## config.mk

```make
export PLATFORM = sky130hd
export DESIGN_NAME = io_port_bridge
export DESIGN_NICKNAME = d
export VERILOG_FILES = /design/src/rtl/io_port_pkg.sv /design/src/rtl/port_fifo.sv /design/src/rtl/io_port_bridge.sv
export SDC_FILE = /design/constraint.sdc
export NUM_CORES = 1
export LEC_CHECK = 0
export BUFFER_PORTS_ARGS = -buffer_cell sky130_fd_sc_hd__buf_2
export CAP_MARGIN = 10
export CORE_ASPECT_RATIO = 0.9
export CORE_MARGIN = 5
export CORE_UTILIZATION = 52
export DETAILED_ROUTE_END_ITERATION = 10
export PLACE_DENSITY = 0.86
export SETUP_SLACK_MARGIN = 0.02
export SLEW_MARGIN = 20
export SYNTH_ARGS = -nofsm -noshare
export SYNTH_HDL_FRONTEND = slang
export SYNTH_SLANG_ARGS = --single-unit
```

## constraint.sdc

```tcl
create_clock -name clk -period 1.97 [get_ports clk]
set_input_delay 0.4925 -clock clk [delete_from_list [all_inputs] [get_ports clk]]
set_output_delay 0.4925 -clock clk [all_outputs]
set_load 0.005 [all_outputs]
```

## src/rtl/io_port_pkg.sv

```systemverilog
// io_port_pkg: shared defaults for the processor I/O port bridge.
//   IO_DATA_W     - word width of In_Port / Out_Port and the external links
//   IO_IN_DEPTH   - default input FIFO depth (power of 2, >= 2)
//   IO_OUT_DEPTH  - default output FIFO depth (power of 2, >= 2)
package io_port_pkg;

    localparam int IO_DATA_W    = 16;
    localparam int IO_IN_DEPTH  = 4;
    localparam int IO_OUT_DEPTH = 4;

endpackage : io_port_pkg

```

## src/rtl/port_fifo.sv

```systemverilog
// port_fifo: synchronous FIFO with a combinational head taken from registered
// storage. When empty, head keeps showing the last popped word (0 after reset).
// Ports:
//   clk, rst   - clock, asynchronous active-high reset
//   push, din  - write request and word; ignored when full unless a pop is
//                accepted in the same cycle and ALLOW_FULL_PUSH_ON_POP = 1
//   pop        - read request; ignored when empty
//   head       - oldest word (or last popped word when empty)
//   count      - occupancy, 0..DEPTH
//   full/empty - occupancy flags from the registered count
module port_fifo
    import io_port_pkg::*;
#(
    parameter int DATA_W                 = IO_DATA_W,
    parameter int DEPTH                  = IO_IN_DEPTH,
    parameter bit ALLOW_FULL_PUSH_ON_POP = 1'b0
) (
    input  logic                       clk,
    input  logic                       rst,
    input  logic                       push,
    input  logic [DATA_W-1:0]          din,
    input  logic                       pop,
    output logic [DATA_W-1:0]          head,
    output logic [$clog2(DEPTH):0]     count,
    output logic                       full,
    output logic                       empty
);

    localparam int AW = $clog2(DEPTH);
    localparam int CW = AW + 1;

    logic [DATA_W-1:0] mem_q [DEPTH];
    logic [AW-1:0]     wr_ptr_q, wr_ptr_d;
    logic [AW-1:0]     rd_ptr_q, rd_ptr_d;
    logic [CW-1:0]     count_q, count_d;
    logic [DATA_W-1:0] last_q, last_d;
    logic              push_ok;
    logic              pop_ok;

    assign full  = (count_q == CW'(DEPTH));
    assign empty = (count_q == '0);
    assign count = count_q;
    assign head  = empty ? last_q : mem_q[rd_ptr_q];

    // The slot being freed by an accepted pop may be refilled in the same
    // cycle; the write lands on wr_ptr_q which equals rd_ptr_q when full,
    // and the old word is already captured into last_q.
    assign pop_ok  = pop & ~empty;
    assign push_ok = push & (~full | (ALLOW_FULL_PUSH_ON_POP & pop_ok));

    always_comb begin
        wr_ptr_d = wr_ptr_q;
        rd_ptr_d = rd_ptr_q;
        count_d  = count_q;
        last_d   = last_q;
        if (push_ok) begin
            wr_ptr_d = wr_ptr_q + AW'(1);
        end
        if (pop_ok) begin
            rd_ptr_d = rd_ptr_q + AW'(1);
            last_d   = mem_q[rd_ptr_q];
        end
        case ({push_ok, pop_ok})
            2'b10:   count_d = count_q + CW'(1);
            2'b01:   count_d = count_q - CW'(1);
            default: count_d = count_q;
        endcase
    end

    always_ff @(posedge clk or posedge rst) begin
        if (rst) begin
            wr_ptr_q <= '0;
            rd_ptr_q <= '0;
            count_q  <= '0;
            last_q   <= '0;
        end else begin
            wr_ptr_q <= wr_ptr_d;
            rd_ptr_q <= rd_ptr_d;
            count_q  <= count_d;
            last_q   <= last_d;
        end
    end

    // Storage needs no reset: it is only visible through head while non-empty.
    always_ff @(posedge clk) begin
        if (push_ok) begin
            mem_q[wr_ptr_q] <= din;
        end
    end

endmodule : port_fifo

```

## src/rtl/io_port_bridge.sv

```systemverilog
// io_port_bridge: external-side buffering for the processor's In_Port/Out_Port.
// Ports:
//   clk, RESET                              - clock, async active-high reset
//   ext_in_data/valid/ready                 - producer -> input FIFO
//   In_Port, in_avail, in_ack               - input FIFO head to processor
//   Out_Port, out_strobe                    - processor writes into output FIFO
//   ext_out_data/valid/ready                - output FIFO -> consumer
//   in_count, out_count                     - FIFO occupancies
//   in_underflow, out_overflow              - sticky error flags
module io_port_bridge
    import io_port_pkg::*;
#(
    parameter int DATA_W    = IO_DATA_W,
    parameter int IN_DEPTH  = IO_IN_DEPTH,
    parameter int OUT_DEPTH = IO_OUT_DEPTH
) (
    input  logic                          clk,
    input  logic                          RESET,
    input  logic [DATA_W-1:0]             ext_in_data,
    input  logic                          ext_in_valid,
    output logic                          ext_in_ready,
    output logic [DATA_W-1:0]             In_Port,
    output logic                          in_avail,
    input  logic                          in_ack,
    input  logic [DATA_W-1:0]             Out_Port,
    input  logic                          out_strobe,
    output logic [DATA_W-1:0]             ext_out_data,
    output logic                          ext_out_valid,
    input  logic                          ext_out_ready,
    output logic [$clog2(IN_DEPTH):0]     in_count,
    output logic [$clog2(OUT_DEPTH):0]    out_count,
    output logic                          in_underflow,
    output logic                          out_overflow
);

    logic in_full, in_empty;
    logic out_full, out_empty;
    logic in_underflow_q, in_underflow_d;
    logic out_overflow_q, out_overflow_d;

    // Ready depends only on the registered count, never on ext_in_valid.
    assign ext_in_ready  = ~in_full;
    assign in_avail      = ~in_empty;
    assign ext_out_valid = ~out_empty;

    port_fifo #(
        .DATA_W                 (DATA_W),
        .DEPTH                  (IN_DEPTH),
        .ALLOW_FULL_PUSH_ON_POP (1'b0)
    ) u_in_fifo (
        .clk   (clk),
        .rst   (RESET),
        .push  (ext_in_valid & ~in_full),
        .din   (ext_in_data),
        .pop   (in_ack),
        .head  (In_Port),
        .count (in_count),
        .full  (in_full),
        .empty (in_empty)
    );

    // The processor cannot stall, so a strobe into a full FIFO is still
    // accepted when the consumer drains a word in the same cycle.
    port_fifo #(
        .DATA_W                 (DATA_W),
        .DEPTH                  (OUT_DEPTH),
        .ALLOW_FULL_PUSH_ON_POP (1'b1)
    ) u_out_fifo (
        .clk   (clk),
        .rst   (RESET),
        .push  (out_strobe),
        .din   (Out_Port),
        .pop   (ext_out_ready & ~out_empty),
        .head  (ext_out_data),
        .count (out_count),
        .full  (out_full),
        .empty (out_empty)
    );

    always_comb begin
        in_underflow_d = in_underflow_q | (in_ack & in_empty);
        // Full implies valid, so a pop this cycle is just ext_out_ready.
        out_overflow_d = out_overflow_q | (out_strobe & out_full & ~ext_out_ready);
    end

    always_ff @(posedge clk or posedge RESET) begin
        if (RESET) begin
            in_underflow_q <= 1'b0;
            out_overflow_q <= 1'b0;
        end else begin
            in_underflow_q <= in_underflow_d;
            out_overflow_q <= out_overflow_d;
        end
    end

    assign in_underflow = in_underflow_q;
    assign out_overflow = out_overflow_q;

endmodule : io_port_bridge

```

# ---- After elaboration in Yosys (flattened, before gate mapping)
# Memory sizes are Yosys's and may differ from the RTL's.
# Cells that the tools add are included.
dict set report totals {
  input_bits 38
  latch_bits 0
  ram_bits 128
  mem_count 2
  mem_bits_ro 0
  register_bits 48
  output_inout_bits 43
  word_cells 55
}
# name depth width rd rd_clocked_by_memory_dff wr line
set mem_list {}
lappend mem_list {u_in_fifo.mem_q 4 16 1 0 1 port_fifo.sv:32} ;# logic [DATA_W-1:0] mem_q [DEPTH];
lappend mem_list {u_out_fifo.mem_q 4 16 1 0 1 port_fifo.sv:32}
dict set report classes {
  magnitude_cmp 0
  n_eq_ne 6
  add_sub_neg 8
  shift 0
  multipliers 0
  mux 8
  bitwise 17
  div_mod_pow 0
  n_reduce_logical 4
}
# operator count
set op_table {}
lappend op_table {{16-bit two-way mux} 2}
lappend op_table {{3-bit case mux with 2 select lines} 2}
lappend op_table {{1-bit AND} 9}
lappend op_table {{2-bit by 1-bit adder with 2-bit output, second input constant} 4}
lappend op_table {{3-bit by 1-bit adder with 3-bit output, second input constant} 2}
lappend op_table {{3-bit equality test, second input constant} 2}
lappend op_table {{3-bit logical NOT} 2}
lappend op_table {{3-bit by 1-bit subtractor with 3-bit output, second input constant} 2}
lappend op_table {{1-bit inverter} 5}
lappend op_table {{2-bit by 1-bit equality test with 1-bit output, second input constant} 2}
lappend op_table {{2-bit equality test, second input constant} 2}
lappend op_table {{1-bit two-way mux} 4}
lappend op_table {{2-bit nonzero test} 2}
lappend op_table {{1-bit OR} 3}

# ---- Depth between registers and ports, before layout
dict set report depth {
  word_depth 8
  depth_mapped 9
  ltp_nobuf 9
}

# ---- Hierarchy
# Synthesis repeated with hierarchy kept, for this count alone.
dict set report hier_totals {
  hier_cells 408
  area_unflattened_um2 7350.8
}
# mod area_per_inst_um2 n_inst cells_per_inst seq_area_each_um2
set by_module_without_submodules {}
lappend by_module_without_submodules {{port_fifo (u_out_fifo)} 3691.0 1 224 2497.4}
lappend by_module_without_submodules {{port_fifo (u_in_fifo)} 3563.4 1 173 2497.4}
lappend by_module_without_submodules {io_port_bridge 96.3 1 11 50.0}

# ---- Least setup slack after synthesis
# No wires, ideal clock.
dict set report synth_path {
  path_type {flip-flop to flip-flop}
  startpoint {register u_in_fifo.count_q[0], in the netlist u_in_fifo.count[0]}
  endpoint {register u_in_fifo.count_q[2], in the netlist u_in_fifo.count[2]}
  setup_slack_ps -167
  setup_ps 79
  stages_incl_launch_ff 10
  arrival_time_ps 2058
  n_path_buf 0
  synth_period_minus_slack_ps 2137
  required_time_ps 1891
  cell_sequence {dfrtp_1 > or3b_1 > and2_4 > inv_1 > ha_1 > inv_1 > fa_1 > xor2_1 > nor2_1 > xor2_1}
}
dict set report synth_between {
  elab_chain_cells 6
  word_cells_on_any_way 13
  cone_classes {add/sub (2); eq/ne (3); mux (1); bitwise (5); reduce/logical (2)}
}
# element line
set synth_rtl {}
lappend synth_rtl {{start, declared} port_fifo.sv:35} ;# logic [CW-1:0] count_q, count_d;
lappend synth_rtl {{start signal, assigned} port_fifo.sv:79} ;# count_q <= count_d;
lappend synth_rtl {{3-bit equality test (*)} port_fifo.sv:40} ;# assign full = (count_q == CW'(DEPTH));
lappend synth_rtl {{1-bit inverter (*)} --}
lappend synth_rtl {{named net ext_in_ready} io_port_bridge.sv:21} ;# output logic ext_in_ready,
lappend synth_rtl {{1-bit AND} io_port_bridge.sv:53} ;# .push (ext_in_valid & ~in_full),
lappend synth_rtl {{1-bit AND (*)} port_fifo.sv:49} ;# assign push_ok = push & (~full | (ALLOW_FULL_PUSH_ON_POP & pop_ok));
lappend synth_rtl {{2-bit by 1-bit equality test with 1-bit output / 2-bit equality test (equally long branches)} port_fifo.sv:63} ;# case ({push_ok, pop_ok})
lappend synth_rtl {{3-bit case mux with 2 select lines / 2-bit nonzero test (equally long branches)} --}
# Mark *: on every way through the listed nets, which the timed path passes. The rest lies on a longest branch.
# A chain may end at the register's enable or synchronous reset.

# ---- Worst setup path in the final report
dict set report layout_path {
  startpoint {register u_in_fifo.rd_ptr_q[0]}
  endpoint {output In_Port[5]}
}
dict set report layout_between {
  elab_chain_cells 2
}
# element line
set layout_rtl {}
lappend layout_rtl {{start, declared} port_fifo.sv:34} ;# logic [AW-1:0] rd_ptr_q, rd_ptr_d;
lappend layout_rtl {{start signal, assigned} port_fifo.sv:78} ;# rd_ptr_q <= rd_ptr_d;
lappend layout_rtl {{memory 4 x 16 bit} --}
lappend layout_rtl {{16-bit two-way mux} port_fifo.sv:43} ;# assign head = empty ? last_q : mem_q[rd_ptr_q];
lappend layout_rtl {{end, declared} io_port_bridge.sv:22} ;# output logic [DATA_W-1:0] In_Port,
# Every way passes these cells.

==> results.json <==
{
  "run_status": "finished, violations left",
  "violations": "negative setup slack",
  "endpoint_kind": "output pin",
  "rows": 40,
  "rsz0062_at_grt": "true",
  "fp.dieArea_um2": 16400,
  "grt_pass1_vias": 4077,
  "cts_tree": "done",
  "grt_pass1_wl_um": 23000,
  "synth_top_cell_by_area": "edfxtp_1",
  "die_w_um": 134,
  "syn_inst": 353,
  "wl_um": 14400,
  "synth_area_um2": 7240,
  "fmax_mhz": 400,
  "mostFrequentLayoutCell": "edfxtp_1",
  "synth_cell_types": 29,
  "power_leakage_nw": 3.64,
  "antenna_cells": 0,
  "grt-ovfl-total": 0,
  "slowest_delay_ns": 0.52,
  "ys_warn_count": 0,
  "yosysSeqAreaShare_pct": 69.7,
  "grt_max_degree": 49,
  "drive_gt1_share_pct": 56.9,
  "drv_slew": 0,
  "core-area_um2": 13500,
  "worst_pin_slew_ns": 0.293,
  "finalCritPeriodShare_pct": 127,
  "ir_drop_mv": 1.01,
  "cts_sinks": 176,
  "report.power.total_mw": 15.8,
  "clk_pin_slew_worst_paths_ns": 0.07,
  "period_needed_ns": 2.50,
  "hold_slack_ns": 0.108,
  "crit_arrival_ns": 2.00,
  "hold_buffers": 0,
  "required_ns": 1.48,
  "path_cells": "clkbuf_16, mux4_2, mux2_4, buf_6",
  "relSlewSlack_pct": 80.5,
  "crit_slowest_cell": "mux4_2",
  "cts_root_buffer": "clkbuf_16",
  "final_nets": 538,
  "route.detailed.drc": 0,
  "power_density_nw_per_um2": 1710,
  "cp_max_fo": 5,
  "start_kind": "flip-flop",
  "setup-violations-final": 37,
  "ys_ff_latch": 176,
  "drt_iter0_drc": 211,
  "place_hpwl_um": 8620,
  "post-place-ws_ns": -0.148,
  "dr.pass1.iters": 4,
  "synth_nets": 403,
  "drv_cap": 0,
  "synth.avg_cell_area_um2": 20.5,
  "worstHoldPathType": "in -> async",
  "skew_ns": 0.00836,
  "htreeDepth": 4,
  "gp_congestion": 0.728,
  "wl_per_cell_um": 21.5,
  "hold_viol_final": 0,
  "dp.cells": 612,
  "portBuffers": 80,
  "antenna_found_initial": 0,
  "synth_area_leaders": "edfxtp_1, dfrtp_1, mux2_2",
  "mostFrequentLayoutCells": "edfxtp_1, buf_2, dfrtp_1, buf_6",
  "fin_cells": 669,
  "area_growth_pct": 27.3,
  "track_usage_pct": 18.9,
  "vias_per_cell": 5.44,
  "ant_nets": 0,
  "numCtsBuffers": 17,
  "initial_core_util_pct": 53.6,
  "setup_ws_ns": -0.527,
  "crit_type": "reg -> out",
  "die_h_um": 122,
  "ios": 81,
  "vias": 3637,
  "cts_buffer_depth": 2,
  "yosysTopAreaCellShare_pct": 53.1,
  "clk_latency_ns": 0.43,
  "setup_tns_ns": -15.59
}
==> metrics by stage <==
step	util (%)	instance area, um2
final	68.2	9220
after global routing	68.2	9220
after CTS	67.5	9120
after detailed placement	59.3	8020
after global placement	59.3	8020
after floorplan	-	7290
==> cells by family after synthesis <==
family          after synthesis  share of synthesized area (%)
flops                       176                           69.7
xor+xnor                     12                           1.45
compound gates                5                          0.519
fa+ha+maj                    12                           2.28
buf+inv                      30                           2.78
mux                          99                           21.7
simple gates                 19                           1.57
==> report_power, final <==
group          total (mW)  switching, mW  internal [mW]
Clock                3.26           1.48           1.78
Combinational        6.91           2.63           4.28
Sequential           5.58          0.483           5.10
Total                15.8           4.59           11.2
==> worst max-delay path, delay by kind of cell (launching register included) <==
family / cells / cell delay, ns
buf+inv: 2 / 0.31
flops: 1 / 0.46
mux: 2 / 0.81
==> synth_stat cells <==
| master | instances |
|---|---|
| o21ai_0 | 1 |
| xnor2_1 | 6 |
| mux2_4 | 10 |
| nor2b_1 | 1 |
| buf_12 | 2 |
| a21o_1 | 1 |
| o31a_1 | 2 |
| and3_1 | 4 |
| ha_1 | 10 |
| nor2_1 | 2 |
| edfxtp_1 | 128 |
| nand2_1 | 3 |
| buf_6 | 5 |
| buf_2 | 6 |
| xor2_1 | 6 |
| buf_4 | 3 |
| mux2i_1 | 1 |
| mux4_2 | 16 |
| dfrtp_1 | 48 |
| inv_1 | 14 |
| o21bai_1 | 1 |
| mux2_2 | 56 |
| and2_4 | 1 |
| mux4_1 | 16 |
| nor4b_1 | 1 |
| or3b_1 | 1 |
| and2_1 | 4 |
| fa_1 | 2 |
| or3_1 | 2 |
==> final timing paths <==
path	from	to	slack, ns	depth (start not counted)
setup / recovery	u_in_fifo.rd_ptr_q[0]$_DFFE_PP0P_	In_Port[5]	-0.53	4
hold / removal	RESET	u_in_fifo.last_q[10]$_DFFE_PP0P_	0.11	3
setup reg to reg	u_in_fifo.count[1]$_DFFE_PP0P_	u_in_fifo.count[2]$_DFFE_PP0P_	-0.11	10
hold reg to reg	in_underflow$_DFF_PP0_	in_underflow$_DFF_PP0_	0.47	1
max in group asynchronous	RESET	u_out_fifo.rd_ptr_q[0]$_DFFE_PP0P_	1.60	3
min in group clk	ext_in_data[14]	u_in_fifo.mem_q[2][14]$_DFFE_PP_	0.28	1
==> registers in the layout, summed over array words and instances, names as in the netlist <==
signal / cells
u_in_fifo.rd_ptr_q: 2
out_overflow: 1
u_out_fifo.count: 3
u_out_fifo.last_q: 16
u_in_fifo.wr_ptr_q: 2
u_in_fifo.mem_q: 64
in_underflow: 1
u_in_fifo.last_q: 16
u_out_fifo.wr_ptr_q: 2
u_out_fifo.mem_q: 64
u_out_fifo.rd_ptr_q: 2
u_in_fifo.count: 3
==> area by class of cell <==
| cell class | count | area, um2 |
|---|---|---|
| clock buffer | 17 | 425 |
| clock inverter | 15 | 150 |
| fill | 850 | 4300 |
| inverter | 14 | 55.1 |
| multi-input combinational | 147 | 2090 |
| sequential | 176 | 5050 |
| tap | 168 | 210 |
| timing repair buffer | 132 | 1230 |
==> layer usage <==
metal  track usage [%]  wire length [um]  vias up
li1                  -                 -     1643
met4              7.19               260        0
met5                 0                 0        -
met2              31.5              7550       79
met1              24.5              6030     1894
met3              4.13               537       21
==> what timing repair did <==
| action | 4_1_cts | 5_1_grt |
|---|---|---|
| buffers inserted | 13 | 9 |
| gates resized for setup | 97 | 18 |
| setup endpoints to repair | 53 | 39 |
| pin swaps | 7 | 7 |
| gates cloned | 4 | 0 |
No activity file was read; power rests on OpenSTA's default activity.
